===== config.mk =====
export PLATFORM = sky130hd
export DESIGN_NAME = memif_arb2
export DESIGN_NICKNAME = d
export VERILOG_FILES = /design/src/rtl/memif_pkg.sv /design/src/rtl/memif_rr_arb2.sv /design/src/rtl/memif_arb2.sv
export SDC_FILE = /design/constraint.sdc
export NUM_CORES = 1
export LEC_CHECK = 0
export ABC_AREA = 1
export BUFFER_PORTS_ARGS = -buffer_cell sky130_fd_sc_hd__buf_2
export CAP_MARGIN = 25
export CORE_UTILIZATION = 49
export DETAILED_ROUTE_END_ITERATION = 12
export HOLD_SLACK_MARGIN = 0.03
export PLACE_DENSITY = 0.85
export RECOVER_POWER = 25
export SYNTH_ARGS = -nofsm -noshare
export SYNTH_HDL_FRONTEND = slang
export SYNTH_HIERARCHICAL = 1
export SYNTH_SLANG_ARGS = --single-unit

===== constraint.sdc =====
create_clock -name ref_clk -period 4.3 [get_ports ref_clk]
set_input_delay 0.86 -clock ref_clk [delete_from_list [all_inputs] [get_ports ref_clk]]
set_output_delay 0.86 -clock ref_clk [all_outputs]
set_load 0.1 [all_outputs]

===== src/rtl/memif_pkg.sv =====
// Shared widths, burst limit and sequencer state encoding for the SDRAM local-port arbiter.
package memif_pkg;

    localparam int unsigned DEF_ADDR_W  = 24;
    localparam int unsigned DEF_DATA_W  = 16;
    localparam int unsigned DEF_BURST_W = 4;
    localparam int unsigned MAX_BURST   = 8;

    typedef enum logic [2:0] {
        ST_INIT    = 3'd0,
        ST_IDLE    = 3'd1,
        ST_WR      = 3'd2,
        ST_RD_CMD  = 3'd3,
        ST_RD_WAIT = 3'd4
    } state_t;

endpackage


===== src/rtl/memif_rr_arb2.sv =====
// Two-way round-robin pick; the pointer remembers the last winner so a contested pick alternates.
module memif_rr_arb2 (
    input  logic       ref_clk,
    input  logic       reset,
    input  logic [1:0] req,
    input  logic       advance,
    output logic       gnt_any_c,
    output logic       gnt_sel_c
);

    logic last_q;

    // Both requesting: the side not served last wins; otherwise whoever is asking.
    always_comb begin
        gnt_any_c = |req;
        gnt_sel_c = (&req) ? ~last_q : req[1];
    end

    // Reset to 1 so requester 0 wins the first contested pick.
    always_ff @(posedge ref_clk or posedge reset) begin
        if (reset) begin
            last_q <= 1'b1;
        end else if (advance && gnt_any_c) begin
            last_q <= gnt_sel_c;
        end
    end

endmodule


===== src/rtl/memif_arb2.sv =====
// Two-requester burst arbiter/sequencer in front of the SDRAM controller local port.
// One whole burst in flight at a time; read data is steered back to the burst owner.
module memif_arb2
    import memif_pkg::*;
#(
    parameter int unsigned ADDR_W  = DEF_ADDR_W,
    parameter int unsigned DATA_W  = DEF_DATA_W,
    parameter int unsigned BURST_W = DEF_BURST_W
) (
    input  logic                  ref_clk,
    input  logic                  reset,
    input  logic                  local_init_done,

    input  logic                  rq0_req,
    input  logic                  rq0_we,
    input  logic [ADDR_W-1:0]     rq0_addr,
    input  logic [BURST_W-1:0]    rq0_len,
    input  logic [DATA_W-1:0]     rq0_wdata,
    output logic                  rq0_gnt,
    output logic                  rq0_wdata_rd,
    output logic [DATA_W-1:0]     rq0_rdata,
    output logic                  rq0_rdata_valid,
    output logic                  rq0_done,

    input  logic                  rq1_req,
    input  logic                  rq1_we,
    input  logic [ADDR_W-1:0]     rq1_addr,
    input  logic [BURST_W-1:0]    rq1_len,
    input  logic [DATA_W-1:0]     rq1_wdata,
    output logic                  rq1_gnt,
    output logic                  rq1_wdata_rd,
    output logic [DATA_W-1:0]     rq1_rdata,
    output logic                  rq1_rdata_valid,
    output logic                  rq1_done,

    input  logic                  avl_ready,
    output logic                  avl_write_req,
    output logic                  avl_read_req,
    output logic                  avl_burstbegin,
    output logic [ADDR_W-1:0]     avl_addr,
    output logic [BURST_W-1:0]    avl_size,
    output logic [DATA_W-1:0]     avl_wdata,
    output logic [DATA_W/8-1:0]   avl_be,
    input  logic [DATA_W-1:0]     avl_rdata,
    input  logic                  avl_rdata_valid,
    output logic                  err
);

    localparam int unsigned BE_W = DATA_W / 8;

    state_t               state_q, state_d;
    logic                 owner_q;
    logic [BURST_W-1:0]   len_m1_q;
    logic [BURST_W-1:0]   beat_q;

    logic                 gnt_any_c, gnt_sel_c;
    logic                 grant_c;
    logic                 sel_we_c;
    logic [ADDR_W-1:0]    sel_addr_c;
    logic [BURST_W-1:0]   sel_len_c, sel_len_m1_c;
    logic                 wr_xfer_c, rd_beat_c, last_beat_c, fin_c;

    memif_rr_arb2 u_rr (
        .ref_clk   (ref_clk),
        .reset     (reset),
        .req       ({rq1_req, rq0_req}),
        .advance   (state_q == ST_IDLE),
        .gnt_any_c (gnt_any_c),
        .gnt_sel_c (gnt_sel_c)
    );

    // Winner's request fields, with the burst length normalised to 1..MAX_BURST.
    always_comb begin
        sel_we_c   = gnt_sel_c ? rq1_we   : rq0_we;
        sel_addr_c = gnt_sel_c ? rq1_addr : rq0_addr;
        sel_len_c  = gnt_sel_c ? rq1_len  : rq0_len;
        if (sel_len_c == '0) begin
            sel_len_m1_c = '0;
        end else if (sel_len_c > BURST_W'(MAX_BURST)) begin
            sel_len_m1_c = BURST_W'(MAX_BURST - 1);
        end else begin
            sel_len_m1_c = sel_len_c - BURST_W'(1);
        end
    end

    always_comb begin
        grant_c     = (state_q == ST_IDLE) && gnt_any_c;
        wr_xfer_c   = avl_write_req && avl_ready;
        rd_beat_c   = (state_q == ST_RD_WAIT) && avl_rdata_valid;
        last_beat_c = (beat_q == len_m1_q);
        fin_c       = (wr_xfer_c || rd_beat_c) && last_beat_c;
    end

    always_ff @(posedge ref_clk or posedge reset) begin
        if (reset) begin
            state_q <= ST_INIT;
        end else begin
            state_q <= state_d;
        end
    end

    always_comb begin
        state_d = state_q;
        case (state_q)
            ST_INIT:    if (local_init_done)                  state_d = ST_IDLE;
            ST_IDLE:    if (gnt_any_c)                        state_d = sel_we_c ? ST_WR : ST_RD_CMD;
            ST_WR:      if (wr_xfer_c && last_beat_c)         state_d = ST_IDLE;
            ST_RD_CMD:  if (avl_ready)                        state_d = ST_RD_WAIT;
            ST_RD_WAIT: if (avl_rdata_valid && last_beat_c)   state_d = ST_IDLE;
            default:                                          state_d = ST_INIT;
        endcase
    end

    // Registered command/response outputs, burst context and beat counting.
    always_ff @(posedge ref_clk or posedge reset) begin
        if (reset) begin
            owner_q         <= 1'b0;
            len_m1_q        <= '0;
            beat_q          <= '0;
            rq0_gnt         <= 1'b0;
            rq1_gnt         <= 1'b0;
            rq0_done        <= 1'b0;
            rq1_done        <= 1'b0;
            rq0_rdata       <= '0;
            rq1_rdata       <= '0;
            rq0_rdata_valid <= 1'b0;
            rq1_rdata_valid <= 1'b0;
            avl_write_req   <= 1'b0;
            avl_read_req    <= 1'b0;
            avl_burstbegin  <= 1'b0;
            avl_addr        <= '0;
            avl_size        <= '0;
            avl_be          <= '0;
            err             <= 1'b0;
        end else begin
            rq0_gnt         <= grant_c && !gnt_sel_c;
            rq1_gnt         <= grant_c &&  gnt_sel_c;
            rq0_done        <= fin_c && !owner_q;
            rq1_done        <= fin_c &&  owner_q;
            rq0_rdata_valid <= rd_beat_c && !owner_q;
            rq1_rdata_valid <= rd_beat_c &&  owner_q;
            if (rd_beat_c && !owner_q) rq0_rdata <= avl_rdata;
            if (rd_beat_c &&  owner_q) rq1_rdata <= avl_rdata;

            // Stray read data is never forwarded, only flagged.
            err <= err || (avl_rdata_valid && (state_q != ST_RD_WAIT));

            if (grant_c) begin
                owner_q  <= gnt_sel_c;
                avl_addr <= sel_addr_c;
                len_m1_q <= sel_len_m1_c;
                avl_size <= sel_len_m1_c + BURST_W'(1);
                beat_q   <= '0;
            end else if (wr_xfer_c || rd_beat_c) begin
                beat_q   <= beat_q + BURST_W'(1);
            end else if ((state_q == ST_RD_CMD) && avl_ready) begin
                beat_q   <= '0;
            end

            avl_write_req  <= (state_d == ST_WR);
            avl_read_req   <= (state_d == ST_RD_CMD);
            avl_be         <= (state_d == ST_WR) ? {BE_W{1'b1}} : {BE_W{1'b0}};
            // Burst-begin holds until the first write beat is accepted or the read command leaves.
            avl_burstbegin <= (state_d == ST_RD_CMD) ||
                              ((state_d == ST_WR) && (grant_c || (avl_burstbegin && !wr_xfer_c)));
        end
    end

    // Write data is first-word-fall-through from the owner; popping follows the accepted beat.
    assign avl_wdata    = avl_write_req ? (owner_q ? rq1_wdata : rq0_wdata) : '0;
    assign rq0_wdata_rd = wr_xfer_c && !owner_q;
    assign rq1_wdata_rd = wr_xfer_c &&  owner_q;

endmodule

==> results <==
- The number of max-slew violations in the final report is 0.
- The iteration count of the initial detailed-routing pass is 4.
- Summed over all failing endpoints, the final setup total negative slack is 0 ps.
- The via count normalized by instance count is 5.04.
- The TritonCTS buffer count is 9.
- The initial utilization of the core area, before any placement, comes to 50.9%.
- Counting flops and latches in the post-synthesis netlist gives 83.
- Post-CTS timing repair inserted 0 buffers for setup.
- The net count of the mapped netlist is 541.
- The number of antenna diodes in the final layout is 0.
- Yosys printed 6 warnings.
- After detailed routing, the number of remaining DRC violations is 0.
- The post-route core utilization is 66.5%.
- The critical path starts at owner_q.
- The height of the die is 91.8 um.
- The floorplan step defined a die boundary enclosing 0.00843 mm^2.
- The area fraction of the dominant cell type after synthesis is 51.9%.
- The violation count after the first detailed-routing iteration is 207.
- The number of global-route vias before repair is 3,447.
- Of the cells placed in the final design, the portion with a size suffix greater than 1 is 41.5%.
- Clock-pin slew was measured on the worst setup and hold paths at 100 ps.
- Synthesis instantiated 33 different standard cells from the library.
- The count of nets left with antenna violations after detail routing is 0.
- The largest fanout on the critical path is 20.
- By startpoint and endpoint, the worst setup path is classified as flip-flop to primary output.
- In this run the tool buffered the top-level ports with 202 buffer cells.
- The achievable frequency is 0.309 GHz.
- The floorplan has 32 rows.
- Routability-driven placement finished with a final weighted congestion of 0.857.
- The total overflow left after global routing is 0.
- In this run the horizontal extent of the chip is 91.8 um.
- The number of hold buffers added after CTS was 0.
- In this run the clock root is driven by a sky130_fd_sc_hd__clkbuf_8.
- The overall track demand over capacity in global routing is 25.0%.
- The final-report hold violation count is 0.
- The library cell used most frequently in the layout, excluding fill and tap cells, is sky130_fd_sc_hd__buf_2.
- The number of clock sinks is 83.
- The total of cells resized after clock tree synthesis is 0.
- The count of boundary I/O pins is 203.
- The capturing point of the worst reg2reg path is avl_addr[8].
- The transition time of the tightest slew-check pin is 1170 ps.
- The worst path in the final design needs a cycle of 3230 ps, including I/O delays and setup.
- The worst setup path is captured at a primary output.
- The post-synthesis instance area is 0.00396 mm^2.
- The detailed router placed 3,677 vias in this run.
- For the worst setup path, the data arrival time is 2370 ps.
- The critical path launch point type is a flip-flop.
- Before CTS, the worst setup slack after placement is 1310 ps.
- Summed over all instances, the cell type with the most area after synthesis is sky130_fd_sc_hd__dfrtp_1.
- In this run the tightest slew margin relative to its limit is 21.9%.
- By area the synthesized netlist is led by sky130_fd_sc_hd__dfrtp_1 (52%), sky130_fd_sc_hd__nand2_1 (11%), sky130_fd_sc_hd__mux2_4 (6.8%), sky130_fd_sc_hd__nor2_1 (4.8%), sky130_fd_sc_hd__o21ai_0 (4.7%).
- The final worst-path setup slack is 1070 ps.
- In this run the number of H-tree levels came out at 3.
- Setup repair after global routing left no endpoint under its margin.
- STA puts the critical path data required time at 3440 ps.
- Relative to the synthesized area, the layout overhead comes to 30.5%.
- The setup slack of the worst register-to-register path is 1560 ps.
- The clock insertion delay at the later pin of the skew report is 340 ps.
- The count of final setup violators is 0.
- The ratio of final minimum period to clock period is 75.2%.
- The max-capacitance violation count is 0.
- In this run the standard cell core region covers 0.00777 mm^2.
- Dividing the detail-routed wire length by the instance count gives 14.5 um.
- The pin count of the biggest net entering global routing is 62.
- The wire length of the first global-routing pass is 16,400 um.
- The number of cell instances on the worst register-to-register path is 7.
- The count of fill cells added during filler insertion is 634.
- For this run, the register share of the synthesized area comes to 52.5%.
- For this block, the routed nets add up to 10,500 um of wire.
- The per-instance average area after synthesis is 9.31 um^2.
- Detailed placement ended at an HPWL of 7770 um.
- The post-layout net count is 738.
- The initial antenna violation count is 0.
- The run finished with clean final reports.
- The classification of the worst-slack hold path is primary input to async pin.
- Clock skew on the completed layout was measured at 15.1 ps.
- In the layout the commonest cells are sky130_fd_sc_hd__buf_2 (201), sky130_fd_sc_hd__nand2_1 (120), sky130_fd_sc_hd__dfrtp_1 (82).
- The startpoint identified for the worst register-to-register timing path is state_q[2].
- The count of mapped cells out of synthesis is 425.
- The number of buffers on the longest clock path is 2.
- The clock tree from TritonCTS is done.
-- critical path, stage by stage, from the launching register on --
cell and delay (ps):
sky130_fd_sc_hd__dfrtp_1 630, sky130_fd_sc_hd__inv_1 640, sky130_fd_sc_hd__nor2_1 110, sky130_fd_sc_hd__nor2_1 190
sky130_fd_sc_hd__buf_2 450
-- metal layers --
layer | GRT usage, % | share of wire [%]
met2 | 46.3 | 53
met1 | 28.4 | 38
met5 | 0 | 0
met4 | 8.59 | 2.7
met3 | 5.22 | 6.1
-- cell usage after synthesis --
cell	instances
sky130_fd_sc_hd__o21a_1	1
sky130_fd_sc_hd__o21ai_0	37
sky130_fd_sc_hd__dfstp_2	1
sky130_fd_sc_hd__and2_1	1
sky130_fd_sc_hd__o21ai_1	1
sky130_fd_sc_hd__buf_4	6
sky130_fd_sc_hd__mux2_2	14
sky130_fd_sc_hd__a22oi_1	1
sky130_fd_sc_hd__mux2_4	18
sky130_fd_sc_hd__inv_2	4
sky130_fd_sc_hd__buf_12	2
sky130_fd_sc_hd__inv_1	25
sky130_fd_sc_hd__dfrtp_1	82
sky130_fd_sc_hd__nand2_4	1
sky130_fd_sc_hd__nand3_1	32
sky130_fd_sc_hd__nor2_8	2
sky130_fd_sc_hd__a21oi_1	2
sky130_fd_sc_hd__nor2_4	1
sky130_fd_sc_hd__a21boi_1	1
sky130_fd_sc_hd__ha_1	3
sky130_fd_sc_hd__nand2_2	1
sky130_fd_sc_hd__nor3_4	1
sky130_fd_sc_hd__buf_6	1
sky130_fd_sc_hd__clkbuf_1	6
sky130_fd_sc_hd__nand2_1	120
sky130_fd_sc_hd__xor2_1	2
sky130_fd_sc_hd__o22ai_1	1
sky130_fd_sc_hd__xnor2_1	1
sky130_fd_sc_hd__o21bai_1	1
sky130_fd_sc_hd__nor2_1	51
sky130_fd_sc_hd__buf_2	3
sky130_fd_sc_hd__or2_1	1
sky130_fd_sc_hd__nand4_1	1
-- logic make-up after synthesis --
family	after synthesis	synth area share [%]
XOR/XNOR	3	0.664
AND/OR/NAND/NOR	212	22.9
adder cells (fa/ha/maj)	3	0.949
flip-flops	83	52.5
AO/OA/AOI/OAI	45	5.98
multiplexers	32	10.8
buffers and inverters	47	6.14
-- sequential cells by signal, summed over array words and instances, names as in the netlist --
name / count
avl_read_req: 1
rq0_rdata: 16
rq1_rdata_valid: 1
avl_addr: 24
rq1_done: 1
beat_q: 4
avl_size: 4
rq0_gnt: 1
rq0_done: 1
len_m1_q: 4
rq1_gnt: 1
avl_burstbegin: 1
avl_be: 1
owner_q: 1
rq0_rdata_valid: 1
u_rr/last_q: 1
err: 1
rq1_rdata: 16
state_q: 3
-- per-stage QoR --
stage | hold slack [ps] | std cells | cell area (um^2)
2_1_floorplan | 449 | 425 | 3960
3_5_place_dp | 476 | 712 | 4970
4_1_cts | 498 | 728 | 5160
3_3_place_gp | 454 | 712 | 4970
6_report | 473 | 729 | 5160
5_1_grt | 474 | 729 | 5160
-- layout make-up --
type                    count  area (um^2)  area share (%)
repair buffers            204         1040            20.2
well taps                 102          128            2.47
clock inverters             7         66.3            1.28
inverters                  29          110            2.13
flip-flops and latches     83         2080            40.3
clock buffers               9          124            2.40
multi-input cells         295         1620            31.3
-- worst max-delay path by stage --
stage          slack, ps             to  cells after the start
2_1_floorplan        780  avl_wdata[10]                      3
3_3_place_gp        1480    avl_size[2]                     13
3_5_place_dp        1310    avl_size[2]                     13
4_1_cts             1040   avl_wdata[5]                      4
5_1_grt              900   avl_wdata[5]                      4
6_report            1070   avl_wdata[4]                      4
Power is left out: the tool's default activity adds up to more than one toggle a clock period on the data nets, which glitch-free logic cannot reach.
